==> config.mk <==
export PLATFORM = sky130hd
export DESIGN_NAME = ysyx_24080006_ex_dispatch_flat
export DESIGN_NICKNAME = d
export VERILOG_FILES = /design/src/rtl/ysyx_24080006_ex_dispatch_pkg.sv /design/src/rtl/ysyx_24080006_ex_dispatch_if.sv /design/src/rtl/ysyx_24080006_fu_req_slot.sv /design/src/rtl/ysyx_24080006_ex_dispatch.sv /design/src/flat_wrapper.sv
export SDC_FILE = /design/constraint.sdc
export NUM_CORES = 1
export LEC_CHECK = 0
export CORE_MARGIN = 2
export CORE_UTILIZATION = 35
export CTS_BUF_LIST = sky130_fd_sc_hd__clkbuf_8 sky130_fd_sc_hd__clkbuf_16
export CTS_CLUSTER_SIZE = 40
export DETAILED_ROUTE_END_ITERATION = 8
export SYNTH_ARGS = -nofsm -noshare
export SYNTH_HDL_FRONTEND = slang
export SYNTH_SLANG_ARGS = --single-unit
export TNS_END_PERCENT = 1
==> constraint.sdc <==
create_clock -name clock -period 5.89 [get_ports clock]
set_input_delay 1.178 -clock clock [delete_from_list [all_inputs] [get_ports clock]]
set_output_delay 1.178 -clock clock [all_outputs]
set_load 0.02 [all_outputs]
==> src/rtl/ysyx_24080006_ex_dispatch_pkg.sv <==
// Shared types for the execute dispatch stage: completion-buffer entry states,
// default geometry and the bypass-target helper.
package ysyx_24080006_ex_dispatch_pkg;

  localparam int DEF_XLEN      = 32;
  localparam int DEF_NUM_FU    = 2;
  localparam int DEF_ROB_DEPTH = 4;
  localparam int DEF_REG_WIDTH = 5;
  localparam int DEF_OP_W      = 4;

  typedef enum logic [1:0] {
    ROB_FREE = 2'd0,
    ROB_PEND = 2'd1,
    ROB_DONE = 2'd2
  } rob_state_e;

  // Any target index at or beyond the FU count completes in the buffer directly.
  function automatic logic fu_is_bypass(input int fu, input int num_fu);
    return fu >= num_fu;
  endfunction

endpackage

==> src/rtl/ysyx_24080006_ex_dispatch_if.sv <==
// Issue / functional-unit / writeback bundle of the execute dispatch stage.
// master = surrounding pipeline and FUs, slave = the dispatch block.
interface ysyx_24080006_ex_dispatch_if
  import ysyx_24080006_ex_dispatch_pkg::*;
#(
  parameter int XLEN      = DEF_XLEN,
  parameter int NUM_FU    = DEF_NUM_FU,
  parameter int ROB_DEPTH = DEF_ROB_DEPTH,
  parameter int REG_WIDTH = DEF_REG_WIDTH,
  parameter int OP_W      = DEF_OP_W
) ();
  localparam int TAG_W = $clog2(ROB_DEPTH);
  localparam int FU_W  = $clog2(NUM_FU + 1);

  logic                    issue_valid;
  logic                    issue_ready;
  logic [FU_W-1:0]         issue_fu;
  logic [OP_W-1:0]         issue_op;
  logic [XLEN-1:0]         issue_a;
  logic [XLEN-1:0]         issue_b;
  logic [REG_WIDTH-1:0]    issue_rd;
  logic                    issue_we;

  logic [NUM_FU-1:0]       fu_req_valid;
  logic [NUM_FU-1:0]       fu_req_ready;
  logic [NUM_FU*XLEN-1:0]  fu_req_a;
  logic [NUM_FU*XLEN-1:0]  fu_req_b;
  logic [NUM_FU*OP_W-1:0]  fu_req_op;
  logic [NUM_FU*TAG_W-1:0] fu_req_tag;

  logic [NUM_FU-1:0]       fu_rsp_valid;
  logic [NUM_FU*TAG_W-1:0] fu_rsp_tag;
  logic [NUM_FU*XLEN-1:0]  fu_rsp_data;

  logic                    wb_valid;
  logic                    wb_ready;
  logic [REG_WIDTH-1:0]    wb_rd;
  logic                    wb_we;
  logic [XLEN-1:0]         wb_data;

  modport master (
    output issue_valid, issue_fu, issue_op, issue_a, issue_b, issue_rd, issue_we,
    input  issue_ready,
    input  fu_req_valid, fu_req_a, fu_req_b, fu_req_op, fu_req_tag,
    output fu_req_ready,
    output fu_rsp_valid, fu_rsp_tag, fu_rsp_data,
    input  wb_valid, wb_rd, wb_we, wb_data,
    output wb_ready
  );

  modport slave (
    input  issue_valid, issue_fu, issue_op, issue_a, issue_b, issue_rd, issue_we,
    output issue_ready,
    output fu_req_valid, fu_req_a, fu_req_b, fu_req_op, fu_req_tag,
    input  fu_req_ready,
    input  fu_rsp_valid, fu_rsp_tag, fu_rsp_data,
    output wb_valid, wb_rd, wb_we, wb_data,
    input  wb_ready
  );

endinterface

==> src/rtl/ysyx_24080006_fu_req_slot.sv <==
// One functional-unit request holding register: loads on dispatch, holds all
// fields stable until the FU signals ready, then drops valid.
module ysyx_24080006_fu_req_slot
  import ysyx_24080006_ex_dispatch_pkg::*;
#(
  parameter int XLEN  = DEF_XLEN,
  parameter int OP_W  = DEF_OP_W,
  parameter int TAG_W = $clog2(DEF_ROB_DEPTH)
) (
  input  logic             clock,
  input  logic             reset,
  input  logic             load,
  input  logic [XLEN-1:0]  load_a,
  input  logic [XLEN-1:0]  load_b,
  input  logic [OP_W-1:0]  load_op,
  input  logic [TAG_W-1:0] load_tag,
  input  logic             ready,
  output logic             valid,
  output logic [XLEN-1:0]  a,
  output logic [XLEN-1:0]  b,
  output logic [OP_W-1:0]  op,
  output logic [TAG_W-1:0] tag
);

  // load and a pending handshake never coincide: dispatch refuses a busy slot
  always_ff @(posedge clock or negedge reset) begin
    if (!reset) begin
      valid <= 1'b0;
      a     <= '0;
      b     <= '0;
      op    <= '0;
      tag   <= '0;
    end else if (load) begin
      valid <= 1'b1;
      a     <= load_a;
      b     <= load_b;
      op    <= load_op;
      tag   <= load_tag;
    end else if (valid && ready) begin
      valid <= 1'b0;
    end
  end

endmodule

==> src/rtl/ysyx_24080006_ex_dispatch.sv <==
// Execute dispatch: sends issued ops to NUM_FU multi-cycle units or completes
// bypass ops at once, retires in order from a ROB_DEPTH completion buffer and
// forwards completed results. Define EX_DISPATCH_PERF_EN for the perf counters.
module ysyx_24080006_ex_dispatch
  import ysyx_24080006_ex_dispatch_pkg::*;
#(
  parameter int XLEN      = DEF_XLEN,
  parameter int NUM_FU    = DEF_NUM_FU,
  parameter int ROB_DEPTH = DEF_ROB_DEPTH,
  parameter int REG_WIDTH = DEF_REG_WIDTH,
  parameter int OP_W      = DEF_OP_W
) (
  input  logic                 clock,
  input  logic                 reset,
  ysyx_24080006_ex_dispatch_if.slave bus,
  input  logic [REG_WIDTH-1:0] fwd_rs,
  output logic                 fwd_hit,
  output logic                 fwd_pending,
  output logic [XLEN-1:0]      fwd_data,
  output logic                 busy,
  output logic [31:0]          perf_issue_cnt,
  output logic [31:0]          perf_stall_cnt
);

  localparam int TAG_W = $clog2(ROB_DEPTH);
  localparam int CNT_W = TAG_W + 1;

  typedef struct packed {
    rob_state_e           state;
    logic [REG_WIDTH-1:0] rd;
    logic                 we;
    logic [XLEN-1:0]      data;
  } rob_entry_t;

  rob_entry_t        rob [ROB_DEPTH];
  logic [TAG_W-1:0]  head;
  logic [TAG_W-1:0]  tail;
  logic [CNT_W-1:0]  count;

  logic              is_bypass;
  logic              fu_busy;
  logic              accept;
  logic              retire;
  logic [NUM_FU-1:0] load;
  logic [TAG_W-1:0]  scan_idx;

  wire  [NUM_FU-1:0]       req_valid;
  wire  [NUM_FU*XLEN-1:0]  req_a;
  wire  [NUM_FU*XLEN-1:0]  req_b;
  wire  [NUM_FU*OP_W-1:0]  req_op;
  wire  [NUM_FU*TAG_W-1:0] req_tag;

  always_comb begin
    is_bypass = fu_is_bypass(int'(bus.issue_fu), NUM_FU);
    fu_busy   = 1'b0;
    load      = '0;
    for (int f = 0; f < NUM_FU; f++) begin
      if (int'(bus.issue_fu) == f) fu_busy = req_valid[f];
    end
    for (int f = 0; f < NUM_FU; f++) begin
      load[f] = accept && (int'(bus.issue_fu) == f);
    end
  end

  // Readiness looks only at registered occupancy, never at a same-cycle retire.
  assign bus.issue_ready = (count < CNT_W'(ROB_DEPTH)) && (is_bypass || !fu_busy);
  assign accept          = bus.issue_valid && bus.issue_ready;

  assign bus.wb_valid = (rob[head].state == ROB_DONE);
  assign bus.wb_rd    = rob[head].rd;
  assign bus.wb_we    = rob[head].we;
  assign bus.wb_data  = rob[head].data;
  assign retire       = bus.wb_valid && bus.wb_ready;

  assign busy = (count != '0);

  for (genvar g = 0; g < NUM_FU; g++) begin : g_slot
    ysyx_24080006_fu_req_slot #(
      .XLEN (XLEN),
      .OP_W (OP_W),
      .TAG_W(TAG_W)
    ) u_slot (
      .clock   (clock),
      .reset   (reset),
      .load    (load[g]),
      .load_a  (bus.issue_a),
      .load_b  (bus.issue_b),
      .load_op (bus.issue_op),
      .load_tag(tail),
      .ready   (bus.fu_req_ready[g]),
      .valid   (req_valid[g]),
      .a       (req_a[g*XLEN +: XLEN]),
      .b       (req_b[g*XLEN +: XLEN]),
      .op      (req_op[g*OP_W +: OP_W]),
      .tag     (req_tag[g*TAG_W +: TAG_W])
    );
  end

  assign bus.fu_req_valid = req_valid;
  assign bus.fu_req_a     = req_a;
  assign bus.fu_req_b     = req_b;
  assign bus.fu_req_op    = req_op;
  assign bus.fu_req_tag   = req_tag;

  // Retire, responses and allocation touch disjoint slots: head is DONE,
  // responses only land on PEND slots, and tail is FREE when accepted.
  always_ff @(posedge clock or negedge reset) begin
    if (!reset) begin
      head  <= '0;
      tail  <= '0;
      count <= '0;
      for (int i = 0; i < ROB_DEPTH; i++) rob[i] <= '0;
    end else begin
      if (retire) begin
        rob[head].state <= ROB_FREE;
        head            <= head + 1'b1;
      end
      for (int f = 0; f < NUM_FU; f++) begin
        if (bus.fu_rsp_valid[f] &&
            rob[bus.fu_rsp_tag[f*TAG_W +: TAG_W]].state == ROB_PEND) begin
          rob[bus.fu_rsp_tag[f*TAG_W +: TAG_W]].state <= ROB_DONE;
          rob[bus.fu_rsp_tag[f*TAG_W +: TAG_W]].data  <= bus.fu_rsp_data[f*XLEN +: XLEN];
        end
      end
      if (accept) begin
        rob[tail].rd    <= bus.issue_rd;
        rob[tail].we    <= bus.issue_we;
        rob[tail].state <= is_bypass ? ROB_DONE : ROB_PEND;
        rob[tail].data  <= is_bypass ? bus.issue_a : '0;
        tail            <= tail + 1'b1;
      end
      case ({accept, retire})
        2'b10:   count <= count + 1'b1;
        2'b01:   count <= count - 1'b1;
        default: count <= count;
      endcase
    end
  end

  // Walk oldest to youngest so the youngest match is the one left standing.
  always_comb begin
    fwd_hit     = 1'b0;
    fwd_pending = 1'b0;
    fwd_data    = '0;
    scan_idx    = head;
    for (int i = 0; i < ROB_DEPTH; i++) begin
      scan_idx = head + TAG_W'(i);
      if ((CNT_W'(i) < count) && (fwd_rs != '0) &&
          rob[scan_idx].we && (rob[scan_idx].rd == fwd_rs)) begin
        fwd_hit     = (rob[scan_idx].state == ROB_DONE);
        fwd_pending = (rob[scan_idx].state == ROB_PEND);
        fwd_data    = (rob[scan_idx].state == ROB_DONE) ? rob[scan_idx].data : '0;
      end
    end
  end

`ifdef EX_DISPATCH_PERF_EN
  logic [31:0] issue_cnt;
  logic [31:0] stall_cnt;

  always_ff @(posedge clock or negedge reset) begin
    if (!reset) begin
      issue_cnt <= '0;
      stall_cnt <= '0;
    end else begin
      if (accept) issue_cnt <= issue_cnt + 32'd1;
      if (bus.issue_valid && !bus.issue_ready) stall_cnt <= stall_cnt + 32'd1;
    end
  end

  assign perf_issue_cnt = issue_cnt;
  assign perf_stall_cnt = stall_cnt;
`else
  assign perf_issue_cnt = '0;
  assign perf_stall_cnt = '0;
`endif

endmodule

==> src/flat_wrapper.sv <==
// flat-port wrapper written by rule: the top's interface ports become plain ports
module ysyx_24080006_ex_dispatch_flat import ysyx_24080006_ex_dispatch_pkg::*;
#(
  parameter int XLEN      = DEF_XLEN,
  parameter int NUM_FU    = DEF_NUM_FU,
  parameter int ROB_DEPTH = DEF_ROB_DEPTH,
  parameter int REG_WIDTH = DEF_REG_WIDTH,
  parameter int OP_W      = DEF_OP_W
)
  (clock, reset, fwd_rs, fwd_hit, fwd_pending, fwd_data, busy, perf_issue_cnt, perf_stall_cnt, bus_issue_valid, bus_issue_fu, bus_issue_op, bus_issue_a, bus_issue_b, bus_issue_rd, bus_issue_we, bus_issue_ready, bus_fu_req_valid, bus_fu_req_a, bus_fu_req_b, bus_fu_req_op, bus_fu_req_tag, bus_fu_req_ready, bus_fu_rsp_valid, bus_fu_rsp_tag, bus_fu_rsp_data, bus_wb_valid, bus_wb_rd, bus_wb_we, bus_wb_data, bus_wb_ready);
  ysyx_24080006_ex_dispatch_if #(.XLEN(XLEN), .NUM_FU(NUM_FU), .ROB_DEPTH(ROB_DEPTH), .REG_WIDTH(REG_WIDTH), .OP_W(OP_W)) bus_i ();
  input  logic clock;
  input  logic reset;
  input  logic [REG_WIDTH-1:0] fwd_rs;
  output logic fwd_hit;
  output logic fwd_pending;
  output logic [XLEN-1:0] fwd_data;
  output logic busy;
  output logic [31:0] perf_issue_cnt;
  output logic [31:0] perf_stall_cnt;
  input wire logic [$bits(bus_i.issue_valid)-1:0] bus_issue_valid;
  input wire logic [$bits(bus_i.issue_fu)-1:0] bus_issue_fu;
  input wire logic [$bits(bus_i.issue_op)-1:0] bus_issue_op;
  input wire logic [$bits(bus_i.issue_a)-1:0] bus_issue_a;
  input wire logic [$bits(bus_i.issue_b)-1:0] bus_issue_b;
  input wire logic [$bits(bus_i.issue_rd)-1:0] bus_issue_rd;
  input wire logic [$bits(bus_i.issue_we)-1:0] bus_issue_we;
  output wire logic [$bits(bus_i.issue_ready)-1:0] bus_issue_ready;
  output wire logic [$bits(bus_i.fu_req_valid)-1:0] bus_fu_req_valid;
  output wire logic [$bits(bus_i.fu_req_a)-1:0] bus_fu_req_a;
  output wire logic [$bits(bus_i.fu_req_b)-1:0] bus_fu_req_b;
  output wire logic [$bits(bus_i.fu_req_op)-1:0] bus_fu_req_op;
  output wire logic [$bits(bus_i.fu_req_tag)-1:0] bus_fu_req_tag;
  input wire logic [$bits(bus_i.fu_req_ready)-1:0] bus_fu_req_ready;
  input wire logic [$bits(bus_i.fu_rsp_valid)-1:0] bus_fu_rsp_valid;
  input wire logic [$bits(bus_i.fu_rsp_tag)-1:0] bus_fu_rsp_tag;
  input wire logic [$bits(bus_i.fu_rsp_data)-1:0] bus_fu_rsp_data;
  output wire logic [$bits(bus_i.wb_valid)-1:0] bus_wb_valid;
  output wire logic [$bits(bus_i.wb_rd)-1:0] bus_wb_rd;
  output wire logic [$bits(bus_i.wb_we)-1:0] bus_wb_we;
  output wire logic [$bits(bus_i.wb_data)-1:0] bus_wb_data;
  input wire logic [$bits(bus_i.wb_ready)-1:0] bus_wb_ready;
  assign bus_i.issue_valid = bus_issue_valid;
  assign bus_i.issue_fu = bus_issue_fu;
  assign bus_i.issue_op = bus_issue_op;
  assign bus_i.issue_a = bus_issue_a;
  assign bus_i.issue_b = bus_issue_b;
  assign bus_i.issue_rd = bus_issue_rd;
  assign bus_i.issue_we = bus_issue_we;
  assign bus_issue_ready = bus_i.issue_ready;
  assign bus_fu_req_valid = bus_i.fu_req_valid;
  assign bus_fu_req_a = bus_i.fu_req_a;
  assign bus_fu_req_b = bus_i.fu_req_b;
  assign bus_fu_req_op = bus_i.fu_req_op;
  assign bus_fu_req_tag = bus_i.fu_req_tag;
  assign bus_i.fu_req_ready = bus_fu_req_ready;
  assign bus_i.fu_rsp_valid = bus_fu_rsp_valid;
  assign bus_i.fu_rsp_tag = bus_fu_rsp_tag;
  assign bus_i.fu_rsp_data = bus_fu_rsp_data;
  assign bus_wb_valid = bus_i.wb_valid;
  assign bus_wb_rd = bus_i.wb_rd;
  assign bus_wb_we = bus_i.wb_we;
  assign bus_wb_data = bus_i.wb_data;
  assign bus_i.wb_ready = bus_wb_ready;
  ysyx_24080006_ex_dispatch #(.XLEN(XLEN), .NUM_FU(NUM_FU), .ROB_DEPTH(ROB_DEPTH), .REG_WIDTH(REG_WIDTH), .OP_W(OP_W)) u_core (.clock(clock), .reset(reset), .bus(bus_i), .fwd_rs(fwd_rs), .fwd_hit(fwd_hit), .fwd_pending(fwd_pending), .fwd_data(fwd_data), .busy(busy), .perf_issue_cnt(perf_issue_cnt), .perf_stall_cnt(perf_stall_cnt));
endmodule
==> flow_summary.yaml, run 1 <==
critical_path:
  crit_type: "reg2out"
  cp_max_fo: 18
  r2r-start: "u_core.head[0]$_DFFE_PN0N_"
  timing.rr.end: "u_core.count[2]$_DFFE_PN0P_"
  cp-end-kind: "output pin"
  required_ns: 4.71
  cp.arrival_ns: 4.53
  rrSetupSlack_ns: 2.93
  start_kind: "flop"
  endpoint: "fwd_data[23]"
  r2r.worst_path.cells: 8
  critPathLaunch: "u_core.head[0]$_DFFE_PN0N_"
synth:
  async_flop_share_pct: 100
  synthDominantCellAreaShare_pct: 38.6
  synth_top_cell_by_area: "dfrtp_1"
  syn_inst: 1719
  synth-compound-area-share_pct: 12.5
  yosys.area_share.adder_pct: 0.811
  synth-xor-area-share_pct: 1.09
  yosys.area_share.simple_pct: 6.39
  ys_warn_count: 0
  synth_edf_count: 0
  synthMuxAreaShare_pct: 33.6
  synthMostInstantiatedCell: "dfrtp_1"
  syn_area_mm2: 0.0200
  synth_top_family_by_area: "multiplexers"
  synth.top_cells.by_area: "dfrtp_1 39%, mux4_2 18%, mux2_2 9.2%"
  ys_seq_elements: 309
  synth-main-ff-cell: "dfrtp_1"
  syn_avg_cell_area_um2: 11.7
  synth_cell_type_count: 53
  yosysSeqAreaShare_pct: 38.6
  yosys-top-cells-count: "309 x dfrtp_1, 191 x nand2_1, 163 x mux2_2, 158 x mux4_2, 134 x o21ai_0"
sta:
  fin_setup_tns_ns: 0
  setup_slack_ns: 0.182
  rsz0062_at_grt: "false"
  timing.final.crit_share_pct: 96.9
  worst_pin_slew_ns: 1.09
  fin_crit_ns: 5.71
  clock_skew_ns: 0.0253
  setup_viol: 0
  max_freq_mhz: 175
  maxSlewViolCount: 0
  hold_violations: 0
  max-slew-margin-rel_pct: 27.4
route:
  wl_per_cell_um: 24.1
  avgViaCountPerCell: 5.73
  num_vias: 16000
  drc_errors: 0
  totalWireLength_mm: 67.3
  final_antenna_net_count: 0
  drt_iter0_markers: 1208
  drt_first_pass_iters: 5
clock_network:
  cts_hold_buf: 0
  clkLatencyLatePin_ns: 0.56
  numCtsBuffers: 39
  cts_sinks: 309
  clockBufferDepth: 3
  h-tree-depth: 2
  clk_pin_slew_worst_paths_ns: 0.06
  cts_root_buf: "clkbuf_16"
  cts_tree: "yes"
power:
  ir_worst_vdd_mv: 0.309
  leakagePower_nw: 10.7
  p_per_area_mw_per_mm2: 602
cells_and_area:
  fin_nets: 2178
  drive_gt1_share_pct: 22.4
  area_growth_syn_to_layout_pct: 27.6
grt:
  antenna_found_initial: 7
  grt_pass1_vias: 16500
  grt_usage_pct: 22.4
  grt_overflow: 0
  grt_max_degree: 131
  grt_pass1_wl_mm: 102
floorplanning:
  die-area_mm2: 0.0592
  initial_utilization_pct: 35.5
  die_h_um: 243
  num_rows: 87
  core-area_mm2: 0.0565
  die_width_um: 243
  io_pins: 438
flow_run:
  maxCapViolations: 0
outcome:
  status: "completed"
worst_hold_path:
  hold_depth: 2
  hold_path_class: "reg2reg"
placed_design:
  portBuffers: 373
  post-dp-hpwl_mm: 42.8
  pre_cts_slack_ns: 0.318
  routabilityCongestion: 0.800
## registers in the layout, summed over array words and instances (netlist names)
register                    flops
u_core.head                     2
u_core.rob                    160
u_core.g_slot.u_slot.op         8
u_core.tail                     2
u_core.g_slot.u_slot.b         64
u_core.g_slot.u_slot.valid      2
u_core.g_slot.u_slot.tag        4
u_core.g_slot.u_slot.a         64
u_core.count                    3
## cells in the final DEF (no fill, tap or decap), drive strengths merged, types with 3 or more instances in the layout
| cell type | instances |
|---|---|
| clkdlybuf4s50 | 368 |
| dfrtp | 309 |
| nand2 | 191 |
| mux2 | 163 |
| mux4 | 160 |
| o21ai | 134 |
| mux2i | 129 |
| o211ai | 128 |
| conb | 64 |
| inv | 51 |
| clkbuf | 50 |
| buf | 41 |
| a21oi | 34 |
| o32ai | 32 |
| and2 | 29 |
| a221oi | 23 |
| xnor2 | 19 |
| ha | 13 |
| nor3 | 12 |
| a211oi | 10 |
| clkinv | 9 |
| nor2 | 7 |
| nand3 | 7 |
| xor2 | 6 |
| nand4 | 5 |
| nand2b | 5 |
| nor2b | 5 |
| o22ai | 4 |
| o22a | 4 |
| bufinv | 4 |
| diode | 3 |
| nor4b | 3 |
## how the worst min path moves through the flow
| stage | startpoint | end | slack [ns] |
|---|---|---|---|
| global placement | u_core.g_slot[1].u_slot.tag[0]$_DFFE_PN0P_ | u_core.g_slot[1].u_slot.tag[0]$_DFFE_PN0P_ | 0.49 |
| global route | u_core.g_slot[1].u_slot.b[2]$_DFFE_PN0P_ | u_core.g_slot[1].u_slot.b[2]$_DFFE_PN0P_ | 0.51 |
| finish | u_core.g_slot[1].u_slot.tag[0]$_DFFE_PN0P_ | u_core.g_slot[1].u_slot.tag[0]$_DFFE_PN0P_ | 0.50 |
| detailed placement | u_core.g_slot[1].u_slot.a[25]$_DFFE_PN0P_ | u_core.g_slot[1].u_slot.a[25]$_DFFE_PN0P_ | 0.49 |
| CTS | u_core.g_slot[1].u_slot.a[22]$_DFFE_PN0P_ | u_core.g_slot[1].u_slot.a[22]$_DFFE_PN0P_ | 0.51 |
| floorplan | u_core.g_slot[0].u_slot.valid$_DFFE_PN0P_ | u_core.g_slot[0].u_slot.valid$_DFFE_PN0P_ | 0.47 |
## layer usage
layer	vias up	global-route usage [%]	wire length, um
li1	6985	-	-
met1	8163	27.8	26800
met2	725	38.0	33400
met3	132	5.50	5120
met4	8	7.65	1960
met5	-	0	44
## stage by stage
step	power, mW	area (um^2)	util (%)	hold WS, ns	cells
floorplan	9.69	20300	-	0.469	1782
global placement	12.7	24200	42.8	0.487	2722
detailed placement	12.9	24200	42.8	0.492	2722
CTS	15.5	25600	45.2	0.506	2793
global route	16.3	25600	45.3	0.510	2797
finish	15.4	25600	45.3	0.501	2797
## cells by family after synthesis
group / after synthesis
buffers and inverters: 268
XOR/XNOR: 25
adder cells (fa/ha/maj): 13
other: 1
AO/OA/AOI/OAI: 377
AND/OR/NAND/NOR: 274
flip-flops: 309
multiplexers: 452
## critical path: stages, from the launching register on
cell and delay (ns):
dfrtp_4 0.47, inv_1 0.16, ha_4 0.35, mux4_2 0.55, xnor2_1 0.17, o2111ai_4 0.23, o2111a_2 0.52, a211oi_1 0.14
o32ai_1 0.64, clkdlybuf4s50_1 0.73
## timing repair
item                       CTS  global route
resized for setup            0             2
buffers inserted             0             1
setup endpoints to repair    0            16
## cell type report
type / instances / area [um^2]
antenna: 3 / 7.51
fill: 5236 / 30900
multi-input combinational: 1205 / 11300
inverter: 44 / 165
timing repair buffer: 409 / 4090
clock inverter: 21 / 223
tap: 756 / 946
clock buffer: 50 / 1140
sequential: 309 / 7740
## power breakdown
part	internal, mW	switching, mW	leakage (nW)
combinational	4.51	4.33	6.18
clock	1.54	0.981	0.697
sequential	3.13	0.906	3.80
total	9.18	6.22	10.7
Note: power is estimated with default switching activity, not from simulation.
==> inputs of run 2 (changes only) <==
PLACE_DENSITY = 0.55   (was default)
clock period = 7.3 ns   (was 5.89 ns; I/O delays follow)
==> run 2 against run 1 <==
Effect of this change:
- via count fell by 0.67%
- highest routed layer unchanged
- clock skew fell by 0.0073 ns
- global-route usage is essentially flat
- first-iteration DRC count is 14% lower
==> flow_summary.yaml, run 2 (synthesized netlist as in run 1, its figures left out) <==
outcome:
  status: "completed"
route:
  met2RoutedLength_mm: 33.3
  drt_first_pass_iters: 5
  num_vias: 15900
  totalWireLength_mm: 67.3
  wl_per_cell_um: 24.1
  drt_iter0_markers: 1038
  drt-met1-wl_mm: 27.3
  drc_errors: 0
  final_antenna_net_count: 0
  highest_layer: "met5"
  avgViaCountPerCell: 5.69
  dr_wl_met3_mm: 5.11
power:
  p_sw_share_pct: 40.0
  pwr-share-clk_pct: 16.2
  seqPwrFrac_pct: 26.3
  power.switching_mw: 4.94
  ir_worst_vdd_mv: 0.240
  comb_power_share_pct: 57.4
  p_per_area_mw_per_mm2: 483
  p_int_mw: 7.39
  leakagePower_nw: 10.7
sta:
  fin_crit_ns: 6.66
  worst_pin_slew_ns: 1.02
  max_freq_mhz: 150
  max-slew-margin-rel_pct: 31.5
  timing.final.crit_share_pct: 91.3
  fin_setup_tns_ns: 0
  setup_viol: 0
  rsz0062_at_grt: "false"
  maxSlewViolCount: 0
  clock_skew_ns: 0.0180
  hold_violations: 0
worst_hold_path:
  hold_depth: 2
  worstHoldEndpoint: "u_core.g_slot[1].u_slot.tag[1]$_DFFE_PN0P_"
  hold_path_class: "reg2reg"
  worstHoldStart: "u_core.g_slot[1].u_slot.tag[1]$_DFFE_PN0P_"
critical_path:
  slowest_delay_ns: 0.76
  r2r-start: "u_core.head[0]$_DFFE_PN0N_"
  start_kind: "flop"
  critPathTopFamily: "buffers and inverters"
  cp_slowest_cell: "clkdlybuf4s50_1"
  critPathMostFrequentCell: "buf_4"
  path_cells: "buf_4 > mux4_2 > xnor2_1 > nand4_1 > nor2_4 > buf_4 > nand3b_4 > o32ai_1 > clkdlybuf4s50_1"
  cp.arrival_ns: 5.20
  rrSetupSlack_ns: 3.97
  required_ns: 5.84
  crit_buf_inv: 3
  timing.rr.end: "u_core.count[2]$_DFFE_PN0P_"
  crit_type: "reg2out"
  r2r.worst_path.cells: 8
  cp-end-kind: "output pin"
  cp_max_fo: 59
floorplanning:
  die-area_mm2: 0.0592
  io_pins: 438
  initial_utilization_pct: 35.5
  die_width_um: 243
  die_h_um: 243
  core-area_mm2: 0.0565
  num_rows: 87
clock_network:
  cts_hold_buf: 0
  cts_root_buf: "clkbuf_16"
  cts_sinks: 309
  h-tree-depth: 2
  clkLatencyLatePin_ns: 0.56
  post_cts_buffers: 0
  cts_tree: "yes"
  cts_resized: 0
  clk_pin_slew_worst_paths_ns: 0.06
  numCtsBuffers: 39
  clockBufferDepth: 3
cells_and_area:
  layout_common_cells: "370 x clkdlybuf4s50_1, 307 x dfrtp_1, 185 x nand2_1, 163 x mux2_2, 158 x mux4_2"
  drive_gt1_share_pct: 22.1
  biggestRegsByFlops: "u_core.rob: 160 flops, u_core.g_slot.u_slot.a: 64 flops, u_core.g_slot.u_slot.b: 64 flops"
  largest_reg_flops: 160
  regMostFlops: "u_core.rob"
  final_area_mm2: 0.0255
  area_growth_syn_to_layout_pct: 27.3
  fin_nets: 2180
  final_common_cell: "clkdlybuf4s50_1"
  nFillCells: 5228
  final_util_pct: 45.2
grt:
  grt_pass1_vias: 16000
  grt_usage_pct: 22.3
  antenna_found_initial: 4
  grt_max_degree: 123
  grt_overflow: 0
  grt_pass1_wl_mm: 101
placed_design:
  portBuffers: 373
  placed_area_mm2: 0.0242
  routabilityCongestion: 0.818
  post-dp-hpwl_mm: 43.2
flow_run:
  maxCapViolations: 0
-- run 2: how the worst max path moves through the flow --
stage	startpoint	endpoint	depth (start not counted)
3_3_place_gp	fwd_rs[1]	fwd_data[16]	9
2_1_floorplan	u_core.head[0]$_DFFE_PN0N_	fwd_data[10]	16
6_report	u_core.head[0]$_DFFE_PN0N_	fwd_data[16]	9
3_5_place_dp	fwd_rs[1]	fwd_data[16]	9
4_1_cts	u_core.head[0]$_DFFE_PN0N_	fwd_data[16]	9
5_1_grt	u_core.head[0]$_DFFE_PN0N_	fwd_data[16]	9
-- run 2: tightest hold or removal path: cells and delay by family (launching register included) --
| family | cells | cell delay (ns) |
|---|---|---|
| simple gates | 1 | 0.05 |
| flops | 1 | 0.34 |
| compound gates | 1 | 0.06 |
-- run 2: area by class of cell --
cell class / instances / area (um^2) / area share (%)
Antenna cell: 1 / 2.50 / 0.00981
Clock buffer: 53 / 1190 / 4.67
Clock inverter: 16 / 145 / 0.569
Inverter: 44 / 165 / 0.647
Multi-Input combinational cell: 1205 / 11300 / 44.1
Sequential cell: 309 / 7740 / 30.3
Tap cell: 756 / 946 / 3.71
Timing Repair Buffer: 411 / 4070 / 15.9
-- run 2: metal layers --
metal,vias to the layer above,GRT usage (%)
met2,668,37.7
met5,-,0
met1,8134,28.6
met3,111,5.24
met4,6,6.39
li1,6987,-
-- run 2: metrics by stage --
step           power [mW]  setup slack [ns]  std cells  hold WS [ns]
3_5_place_dp         10.4             0.958       2725         0.475
4_1_cts              12.4             0.658       2794         0.489
6_report             12.3             0.637       2795         0.493
2_1_floorplan        7.82              1.55       1782         0.469
5_1_grt              13.1             0.472       2795         0.522
3_3_place_gp         10.3             0.943       2725         0.472
-- run 2: power by group through the flow --
stage / Combinational (mW) / Sequential, mW / Clock (mW)
5_1_grt: 7.59 / 3.37 / 2.13
6_report: 7.08 / 3.25 / 2.00
2_1_floorplan: 4.28 / 3.54 / 0
3_3_place_gp: 7.07 / 3.19 / 0
3_5_place_dp: 7.11 / 3.25 / 0
4_1_cts: 7.15 / 3.23 / 2.07
